`config.mk`:
```
export PLATFORM = sky130hd
export DESIGN_NAME = lb_frame_sequencer_flat
export DESIGN_NICKNAME = d
export VERILOG_FILES = /design/src/rtl/lb_seq_pkg.sv /design/src/rtl/lb_frame_sequencer_if.sv /design/src/rtl/lb_pos_counter.sv /design/src/rtl/lb_frame_sequencer.sv /design/src/flat_wrapper.sv
export SDC_FILE = /design/constraint.sdc
export NUM_CORES = 1
export LEC_CHECK = 0
export BUFFER_PORTS_ARGS = -buffer_cell sky130_fd_sc_hd__buf_2
export CAP_MARGIN = 20
export CELL_PAD_IN_SITES_DETAIL_PLACEMENT = 2
export CELL_PAD_IN_SITES_GLOBAL_PLACEMENT = 2
export CORE_MARGIN = 8
export CORE_UTILIZATION = 32
export DETAILED_ROUTE_END_ITERATION = 7
export GPL_TIMING_DRIVEN = 0
export PLACE_DENSITY = 0.8
export RECOVER_POWER = 50
export SLEW_MARGIN = 10
export SYNTH_ARGS = -nofsm -noshare
export SYNTH_HDL_FRONTEND = slang
export SYNTH_SLANG_ARGS = --single-unit
```
`constraint.sdc`:
```
create_clock -name clk -period 3.28 [get_ports clk]
set_clock_uncertainty 0.1 [all_clocks]
set_input_delay 0.328 -clock clk [delete_from_list [all_inputs] [get_ports clk]]
set_output_delay 0.328 -clock clk [all_outputs]
set_load 0.1 [all_outputs]
```
`src/rtl/lb_seq_pkg.sv`:
```
// lb_seq_pkg: shared state encoding, widths and helpers for the
// line-buffer frame sequencer and its position counter.
package lb_seq_pkg;

    typedef enum logic [2:0] {
        IDLE,
        WAIT_SOF,
        STREAM,
        PAD,
        DROP,
        END
    } seq_state_t;

    localparam int FRAME_CNT_W = 16;

    // Counter width that stays legal for a degenerate size of 1.
    function automatic int cnt_w(input int n);
        return (n > 1) ? $clog2(n) : 1;
    endfunction

endpackage

```
`src/rtl/lb_frame_sequencer_if.sv`:
```
// lb_frame_sequencer_if: pixel source stream with valid/ready handshake.
// master = frame source, slave = sequencer.
interface lb_frame_sequencer_if #(
    parameter int DATA_WIDTH = 12
) ();

    logic signed [DATA_WIDTH-1:0] s_data;
    logic                         s_valid;
    logic                         s_ready;
    logic                         s_sof;
    logic                         s_eol;

    modport master (
        output s_data, s_valid, s_sof, s_eol,
        input  s_ready
    );

    modport slave (
        input  s_data, s_valid, s_sof, s_eol,
        output s_ready
    );

endinterface

```
`src/rtl/lb_pos_counter.sv`:
```
// lb_pos_counter: col/row position of the next beat in a WIDTH x HEIGHT
// raster; wraps to (0,0) after the last pixel of a frame.
module lb_pos_counter
    import lb_seq_pkg::*;
#(
    parameter int WIDTH  = 320,
    parameter int HEIGHT = 240
) (
    input  logic                      clk,
    input  logic                      rst_n,
    input  logic                      clr,
    input  logic                      advance,
    output logic [cnt_w(WIDTH)-1:0]   col,
    output logic [cnt_w(HEIGHT)-1:0]  row,
    output logic                      line_last,
    output logic                      frame_last
);

    localparam int XW = cnt_w(WIDTH);
    localparam int YW = cnt_w(HEIGHT);

    assign line_last  = (col == XW'(WIDTH - 1));
    assign frame_last = line_last && (row == YW'(HEIGHT - 1));

    // Step one raster position per advance, wrapping at line and frame end.
    always_ff @(posedge clk or negedge rst_n) begin
        if (!rst_n) begin
            col <= '0;
            row <= '0;
        end else if (clr) begin
            col <= '0;
            row <= '0;
        end else if (advance) begin
            if (line_last) begin
                col <= '0;
                row <= frame_last ? '0 : row + YW'(1);
            end else begin
                col <= col + XW'(1);
            end
        end
    end

endmodule

```
`src/rtl/lb_frame_sequencer.sv`:
```
// lb_frame_sequencer: frames the source stream into exactly WIDTH*HEIGHT
// line-buffer beats. Optional LB_SEQ_SOF_RESYNC_EN: stray SOF pads out frame.
module lb_frame_sequencer
    import lb_seq_pkg::*;
#(
    parameter int WIDTH      = 320,
    parameter int HEIGHT     = 240,
    parameter int DATA_WIDTH = 12
) (
    input  logic                         clk,
    input  logic                         rst_n,
    input  logic                         start,
    input  logic                         continuous,
    lb_frame_sequencer_if.slave          src,
    output logic signed [DATA_WIDTH-1:0] lb_data,
    output logic                         lb_valid,
    output logic [cnt_w(WIDTH)-1:0]      lb_x,
    output logic [cnt_w(HEIGHT)-1:0]     lb_y,
    output logic                         busy,
    output logic                         frame_done,
    output logic [FRAME_CNT_W-1:0]       frame_count,
    output logic                         err_short_line,
    output logic                         err_long_line,
    output logic                         err_sof,
    input  logic                         err_clr
);

    localparam int XW = cnt_w(WIDTH);
    localparam int YW = cnt_w(HEIGHT);

    seq_state_t state, state_n;
    logic drop_end, drop_end_n;
    logic pad_frame, pad_frame_n;
    logic [XW-1:0] col;
    logic [YW-1:0] row;
    logic line_last, frame_last, at_origin;
    logic clr, adv, emit, beat, ready;
    logic signed [DATA_WIDTH-1:0] pix;
    logic set_short, set_long, set_sof;

    lb_pos_counter #(
        .WIDTH  (WIDTH),
        .HEIGHT (HEIGHT)
    ) u_pos (
        .clk        (clk),
        .rst_n      (rst_n),
        .clr        (clr),
        .advance    (adv),
        .col        (col),
        .row        (row),
        .line_last  (line_last),
        .frame_last (frame_last)
    );

    assign at_origin   = (col == '0) && (row == '0);
    assign src.s_ready = ready;
    assign busy        = (state != IDLE);

    // Next state, handshake, and which beat (if any) goes to the line buffer.
    always_comb begin
        state_n     = state;
        drop_end_n  = drop_end;
        pad_frame_n = pad_frame;
        ready       = 1'b0;
        beat        = 1'b0;
        emit        = 1'b0;
        adv         = 1'b0;
        clr         = 1'b0;
        pix         = src.s_data;
        set_short   = 1'b0;
        set_long    = 1'b0;
        set_sof     = 1'b0;
        unique case (state)
            IDLE: begin
                clr = 1'b1;
                if (start || continuous) state_n = WAIT_SOF;
            end
            WAIT_SOF: begin
                ready = 1'b1;
                beat  = src.s_valid && src.s_sof;
            end
            STREAM: begin
                ready = 1'b1;
                if (src.s_valid && src.s_sof && !at_origin) begin
                    set_sof = 1'b1;
`ifdef LB_SEQ_SOF_RESYNC_EN
                    ready       = 1'b0;
                    pad_frame_n = 1'b1;
                    state_n     = PAD;
`else
                    beat = 1'b1;
`endif
                end else begin
                    beat = src.s_valid;
                end
            end
            PAD: begin
                emit = 1'b1;
                adv  = 1'b1;
                pix  = '0;
                if (frame_last) state_n = END;
                else if (line_last && !pad_frame) state_n = STREAM;
            end
            DROP: begin
                ready = 1'b1;
                if (src.s_valid && src.s_eol)
                    state_n = drop_end ? END : STREAM;
            end
            END: begin
                pad_frame_n = 1'b0;
                state_n = (pad_frame || continuous) ? WAIT_SOF : IDLE;
            end
            default: state_n = IDLE;
        endcase
        if (beat) begin
            emit    = 1'b1;
            adv     = 1'b1;
            state_n = STREAM;
            if (line_last && src.s_eol) begin
                if (frame_last) state_n = END;
            end else if (line_last) begin
                set_long   = 1'b1;
                drop_end_n = frame_last;
                state_n    = DROP;
            end else if (src.s_eol) begin
                set_short = 1'b1;
                state_n   = PAD;
            end
        end
    end

    // Control state registers.
    always_ff @(posedge clk or negedge rst_n) begin
        if (!rst_n) begin
            state     <= IDLE;
            drop_end  <= 1'b0;
            pad_frame <= 1'b0;
        end else begin
            state     <= state_n;
            drop_end  <= drop_end_n;
            pad_frame <= pad_frame_n;
        end
    end

    // Registered line-buffer beat; data and position hold between beats.
    always_ff @(posedge clk or negedge rst_n) begin
        if (!rst_n) begin
            lb_valid <= 1'b0;
            lb_data  <= '0;
            lb_x     <= '0;
            lb_y     <= '0;
        end else begin
            lb_valid <= emit;
            if (emit) begin
                lb_data <= pix;
                lb_x    <= col;
                lb_y    <= row;
            end
        end
    end

    // Frame completion pulse, frame counter and sticky errors (set beats clear).
    always_ff @(posedge clk or negedge rst_n) begin
        if (!rst_n) begin
            frame_done     <= 1'b0;
            frame_count    <= '0;
            err_short_line <= 1'b0;
            err_long_line  <= 1'b0;
            err_sof        <= 1'b0;
        end else begin
            frame_done <= (state == END);
            if (state == END) frame_count <= frame_count + FRAME_CNT_W'(1);
            err_short_line <= set_short | (err_short_line & ~err_clr);
            err_long_line  <= set_long  | (err_long_line  & ~err_clr);
            err_sof        <= set_sof   | (err_sof        & ~err_clr);
        end
    end

endmodule

```
`src/flat_wrapper.sv`:
```
// flat-port wrapper written by rule: the top's interface ports become plain ports
module lb_frame_sequencer_flat import lb_seq_pkg::*;
#(
    parameter int WIDTH      = 320,
    parameter int HEIGHT     = 240,
    parameter int DATA_WIDTH = 12
)
  (clk, rst_n, start, continuous, lb_data, lb_valid, lb_x, lb_y, busy, frame_done, frame_count, err_short_line, err_long_line, err_sof, err_clr, src_s_data, src_s_valid, src_s_sof, src_s_eol, src_s_ready);
  lb_frame_sequencer_if #(.DATA_WIDTH(DATA_WIDTH)) src_i ();
  input  logic clk;
  input  logic rst_n;
  input  logic start;
  input  logic continuous;
  output logic signed [DATA_WIDTH-1:0] lb_data;
  output logic lb_valid;
  output logic [cnt_w(WIDTH)-1:0] lb_x;
  output logic [cnt_w(HEIGHT)-1:0] lb_y;
  output logic busy;
  output logic frame_done;
  output logic [FRAME_CNT_W-1:0] frame_count;
  output logic err_short_line;
  output logic err_long_line;
  output logic err_sof;
  input  logic err_clr;
  input wire logic [$bits(src_i.s_data)-1:0] src_s_data;
  input wire logic [$bits(src_i.s_valid)-1:0] src_s_valid;
  input wire logic [$bits(src_i.s_sof)-1:0] src_s_sof;
  input wire logic [$bits(src_i.s_eol)-1:0] src_s_eol;
  output wire logic [$bits(src_i.s_ready)-1:0] src_s_ready;
  assign src_i.s_data = src_s_data;
  assign src_i.s_valid = src_s_valid;
  assign src_i.s_sof = src_s_sof;
  assign src_i.s_eol = src_s_eol;
  assign src_s_ready = src_i.s_ready;
  lb_frame_sequencer #(.WIDTH(WIDTH), .HEIGHT(HEIGHT), .DATA_WIDTH(DATA_WIDTH)) u_core (.clk(clk), .rst_n(rst_n), .start(start), .continuous(continuous), .src(src_i), .lb_data(lb_data), .lb_valid(lb_valid), .lb_x(lb_x), .lb_y(lb_y), .busy(busy), .frame_done(frame_done), .frame_count(frame_count), .err_short_line(err_short_line), .err_long_line(err_long_line), .err_sof(err_sof), .err_clr(err_clr));
endmodule
```
# Word-level counts from Yosys, hierarchy flattened
# Index checks and enable logic that the tools add are counted.
totals:
  reg_bits: 71
  latchBits: 0
  ram_bits: 0
  romBits: 0
  inputBits: 20
  output_inout_bits: 52
  n_memories: 0
op_classes:
  add_sub_neg: 3
  n_mul: 0
  div_mod_pow: 0
  n_lt_le_gt_ge: 0
  n_eq_ne: 11
  n_shift: 0
  muxes: 35
  bitwise: 8
  n_reduce_logical: 19
op_table:
  columns: ["op", "count"]
  rows:
  - ["2-to-1 mux 8 bit", 4]
  - ["2-to-1 mux 3 bit", 9]
  - ["2-to-1 mux 9 bit", 3]
  - ["adder 16 x 1 -> 16 bit, second input constant", 1]
  - ["2-to-1 mux 1 bit", 16]
  - ["one-hot mux 3 bit (5 select lines)", 1]
  - ["2-to-1 mux 12 bit", 1]
  - ["adder 9 x 1 -> 9 bit, second input constant", 1]
  - ["equality test 9 bit, second input constant", 1]
  - ["logical NOT 9 bit", 1]
  - ["adder 8 x 1 -> 8 bit, second input constant", 1]
  - ["equality test 8 bit, second input constant", 1]
  - ["logical NOT 8 bit", 1]
  - ["equality test 3 x 2 -> 1 bit, second input constant", 2]
  - ["equality test 3 bit, second input constant", 2]
  - ["logical AND 1 bit", 6]
  - ["inequality test 3 x 1 -> 1 bit, second input constant", 2]
  - ["inequality test 4 x 1 -> 1 bit, second input constant", 1]
  - ["AND reduction 4 bit", 1]
  - ["nonzero test 2 bit", 2]
  - ["bitwise AND 1 bit", 3]
  - ["equality test 3 x 1 -> 1 bit, second input constant", 1]
  - ["logical NOT 3 bit", 1]
  - ["OR 1 bit", 3]
  - ["10 further kinds", 11]

# Depth between registers and ports, before layout
logic_depth:
  word_depth: 9
  ltp_mapped: 9

# By module
# Synthesis repeated with hierarchy kept, for this count alone.
hier_totals:
  cells_unflattened: 299
  area_unflattened_um2: 3413.3
modules_own_cells:
  columns: ["mod", "instances", "cells_per_inst", "area_per_inst_um2", "seq_area_each_um2"]
  rows:
  - ["lb_frame_sequencer", 1, 198, 2466.1, 1351.3]
  - ["lb_pos_counter", 1, 101, 947.2, 425.4]

# Worst setup path before layout
# OpenSTA, ideal clock, no wires.
synth_timing:
  kind: "reg-to-output"
  from: "register u_core.state[0]"
  to: "output src_s_ready"
  arrival_time_ns: 2.862
  required_ns: 2.852
  slack_ns: -0.010
  stages_incl_launch_ff: 4
  path_buffers: 1
  cell_sequence: "dfrtp_1 > clkbuf_1 > xnor2_1 > o21ai_0"
synth_between:
  elab_chain_len: 3
synth_lines:
  columns: ["element", "line", "source"]
  rows:
  - ["start: declaration", "lb_frame_sequencer.sv:31", "seq_state_t state, state_n;"]
  - ["start signal: assignment", "lb_frame_sequencer.sv:139", "state <= state_n;"]
  - ["equality test 3 x 1 -> 1 bit, or another cell as far along", "lb_frame_sequencer.sv:73", "unique case (state)"]
  - ["OR reduction 3 bit (no line) (*)", null, null]
  - ["2-to-1 mux 1 bit (*)", "lb_frame_sequencer.sv:73", null]
  - ["end: declaration", "flat_wrapper.sv:29", "output wire logic [$bits(src_i.s_ready)-1:0] src_s_ready;"]
# Every way passes the cells marked *; elsewhere a longest branch is shown, timed or not.

# Worst setup path in the final report
layout_timing:
  from: "register u_core.state[0]"
  to: "output busy"
layout_between:
  elab_chain_len: 1
layout_lines:
  columns: ["element", "line", "source"]
  rows:
  - ["nonzero test 3 bit", "lb_frame_sequencer.sv:57", "assign busy = (state != IDLE);"]
  - ["end: declaration", "flat_wrapper.sv:18", "output logic busy;"]
# No other way between the ends.

==> out/metrics.yaml <==
sta:
  fin_tns_setup_ns: 0
  slew_headroom: 0.123
  worstMarginPinSlew_ns: 1.32
  fin_ws_ns: 0.328
  rsz0062_at_grt: "no"
  finalSetupViolCount: 0
  slew_viol_final: 0
  max_freq_mhz: 339
  hold_viol: 0
  fin_crit_sh: 0.900
  post-route-min-period_ns: 2.95
logic_synthesis:
  syn-cell-area_sq_um: 3290
  syn_nets: 353
  postSynthAreaPerCell_sq_um: 10.0
  synth-seq-cells: 71
  async_reset_ff_frac: 1.00
  syn_inst: 328
  yosysSeqAreaShare: 0.540
  synth_flop_cell: "dfrtp_1"
  yosys_warnings: 0
  synth_edf_count: 0
  synth_cell_types: 48
floorplan:
  die_w_microns: 117
  rows: 37
  die_area_sq_um: 13800
  start_util: 0.324
  ios: 72
  dieHeight_microns: 117
  coreArea_sq_um: 10100
setup_path:
  cp-start-kind: "flip-flop"
  cp_slowest_cell: "nor3_2"
  crit_fanout: 10
  crit_chain: "clkbuf_1, nor3_2, clkbuf_1, inv_1, buf_2"
  reg2regPathDepth: 7
  endpoint_kind: "output pin"
  crit_family: "buffers and inverters"
  timing.critical_path.arrival_ns: 2.52
  crit_type: "reg -> out"
  regToRegEndpoint: "u_core.lb_x[7]"
  worst-path-buf-inv: 4
  cp_data_required_time_ns: 2.85
  timing.rr.start: "u_core.state[2]"
  worst_path_most_repeated_cell: "clkbuf_1"
  slowest_delay_ns: 0.63
  reg2reg_slack_ns: 0.78
clock_network:
  tritoncts: "yes"
  ctsRootBufferMaster: "clkbuf_8"
  cts_buffers: 9
  cts_setup_buffers: 0
  clockBufferDepth: 2
  clkTransAtPathRegs_ns: 0.08
  clock_latency_ns: 0.35
  cts_max_level: 3
  clock-sinks: 71
place:
  dpl_cell_area_sq_um: 3840
  place_inst: 536
  portBuffers: 71
  gp_congestion: 0.812
  dpl.hpwl_mm: 7.20
  pre_cts_slack_ns: 0.263
min_path:
  hold_start: "err_clr"
  hold_end: "u_core.err_long_line"
  min_path_cells: 2
  hp-class: "in -> reg"
route:
  wl_per_cell_microns: 17.6
  via_per_inst: 5.04
  drc_errors: 0
  num_vias: 2789
  ant_nets: 0
  drt_iter0_drc: 57
  dr.pass1.iters: 4
  wirelength_mm: 9.71
finish:
  fin_nets: 437
  final_core_util: 0.393
  final_cell_count_no_fill: 553
  n_antenna_cell: 0
  nFillCells: 1140
  drive_above_1_share: 0.199
  syn2layout_area_growth_pct: 21.0
  final_area_sq_um: 3980
run_status:
  outcome: "finished, final reports clean"
global_route:
  grt_pass1_vias: 3189
  grt_pass1_wl_mm: 16.3
  track_usage: 0.145
  antenna_found_initial: 0
  overflow: 0
  grt_start_max_net_pins: 52
flow_run:
  drv_cap: 0
pwr:
  p_leak_nw: 1.95
  peakVddDrop_uv: 364
  power_density_nw_per_um2: 798
[cell families (layout without fill, tap and decap cells)]
group / after synthesis / after routing / share of synthesized area
buffers and inverters: 30 / 119 / 0.0358
AOI/OAI and AO/OA: 58 / 58 / 0.119
xor gates and xnor gates: 19 / 19 / 0.0506
muxes: 6 / 6 / 0.0209
and+or+nand+nor: 139 / 139 / 0.214
adders and majority gates: 5 / 5 / 0.0190
DFF: 71 / 71 / 0.540
[cell usage after synthesis (all sizes together), types with 2 or more instances]
cell | count | area share
nand3 | 12 | 0.018
nor2 | 15 | 0.019
mux2i | 2 | 0.0061
xor2 | 7 | 0.019
xnor2 | 12 | 0.032
a21oi | 16 | 0.024
clkbuf | 15 | 0.017
and3 | 5 | 0.0095
dfrtp | 71 | 0.54
inv | 9 | 0.010
mux2 | 4 | 0.015
and2 | 2 | 0.0038
nand2 | 68 | 0.078
o31ai | 2 | 0.0046
and3b | 3 | 0.0080
nand4 | 8 | 0.017
a22o | 13 | 0.035
nor2b | 3 | 0.0057
o21ai | 12 | 0.018
nor4 | 4 | 0.012
a311oi | 4 | 0.011
a31oi | 2 | 0.0038
ha | 5 | 0.019
nor3 | 6 | 0.0091
a21o | 3 | 0.0068
and4 | 3 | 0.0080
buf | 6 | 0.0084
or3 | 2 | 0.0053
[timing repair]
item	CTS	global route
gates resized for setup	1	0
endpoints found under the setup margin	1	0
hold buffers	1	0
hold endpoints to repair	20	0
[routing by layer]
layer,vias to the layer above,share of wire,global-route usage
met4,0,0.017,0.0568
met5,-,0,0
li1,1304,-,-
met3,12,0.039,0.0264
met2,67,0.50,0.250
met1,1406,0.44,0.174
[placed cells by master, fill, tap and decap left out, types with 3 or more instances in the layout]
cell,n
a21o_1,3
a21oi_1,16
a22o_1,13
a311oi_1,4
and3_1,5
and3b_1,3
and4_1,3
buf_2,53
clkbuf_1,37
clkbuf_8,9
clkinvlp_4,3
dfrtp_1,71
ha_1,5
inv_1,9
mux2_2,3
nand2_1,68
nand3_1,12
nand4_1,7
nor2_1,14
nor2b_1,3
nor3_1,5
nor4_1,3
o21ai_0,11
xnor2_1,12
xor2_1,7
[per-stage QoR]
stage / power [mW] / hold slack, ns
2_1_floorplan: 2.26 / -0.0676
3_3_place_gp: 2.56 / 0.356
3_5_place_dp: 2.60 / 0.153
4_1_cts: 3.24 / 0.0714
5_1_grt: 3.33 / 0.0863
6_report: 3.18 / 0.0813
[worst max-delay path by stage]
stage / from / end / cells after the start
floorplan: u_core.state[0] / src_s_ready / 3
global placement: u_core.state[0] / busy / 5
detailed placement: u_core.state[0] / busy / 5
CTS: u_core.state[0] / busy / 5
global route: rst_n / u_core.u_pos.col[6] / 3
finish: u_core.state[0] / busy / 5
[worst reg2reg max path, stage by stage (launching register included)]
cell and delay (ns):
dfrtp_1 0.36, clkbuf_1 0.38, a21o_1 0.14, clkbuf_1 0.34, clkbuf_1 0.48, buf_1 0.43, nand2_1 0.12, nand2_1 0.09
[state kept, by name, summed over array words and instances (netlist names)]
register,cells
u_core.u_pos.row,8
u_core.err_sof,1
u_core.err_short_line,1
u_core.lb_valid,1
u_core.err_long_line,1
u_core.frame_count,16
u_core.lb_data,12
u_core.state,3
u_core.frame_done,1
u_core.u_pos.col,9
u_core.lb_y,8
u_core.lb_x,9
u_core.drop_end,1
[cell type report]
cell class	count	area, sq um	area share
Sequential cell	71	1780	0.446
Multi-Input combinational cell	227	1400	0.352
Timing Repair Buffer	73	343	0.0861
Tap cell	136	170	0.0427
Clock buffer	9	124	0.0311
Buffer	21	83.8	0.0211
Clock inverter	7	50.0	0.0126
Inverter	9	33.8	0.00849
[report_power, final]
part           internal [mW]  leakage, nW  switching, mW  total, mW
clock                  0.274       0.0812          0.352      0.626
combinational          0.258        0.891           1.23       1.49
sequential             0.989        0.973         0.0727       1.06
total                   1.52         1.95           1.66       3.18
(Power assumes the default switching activity.)
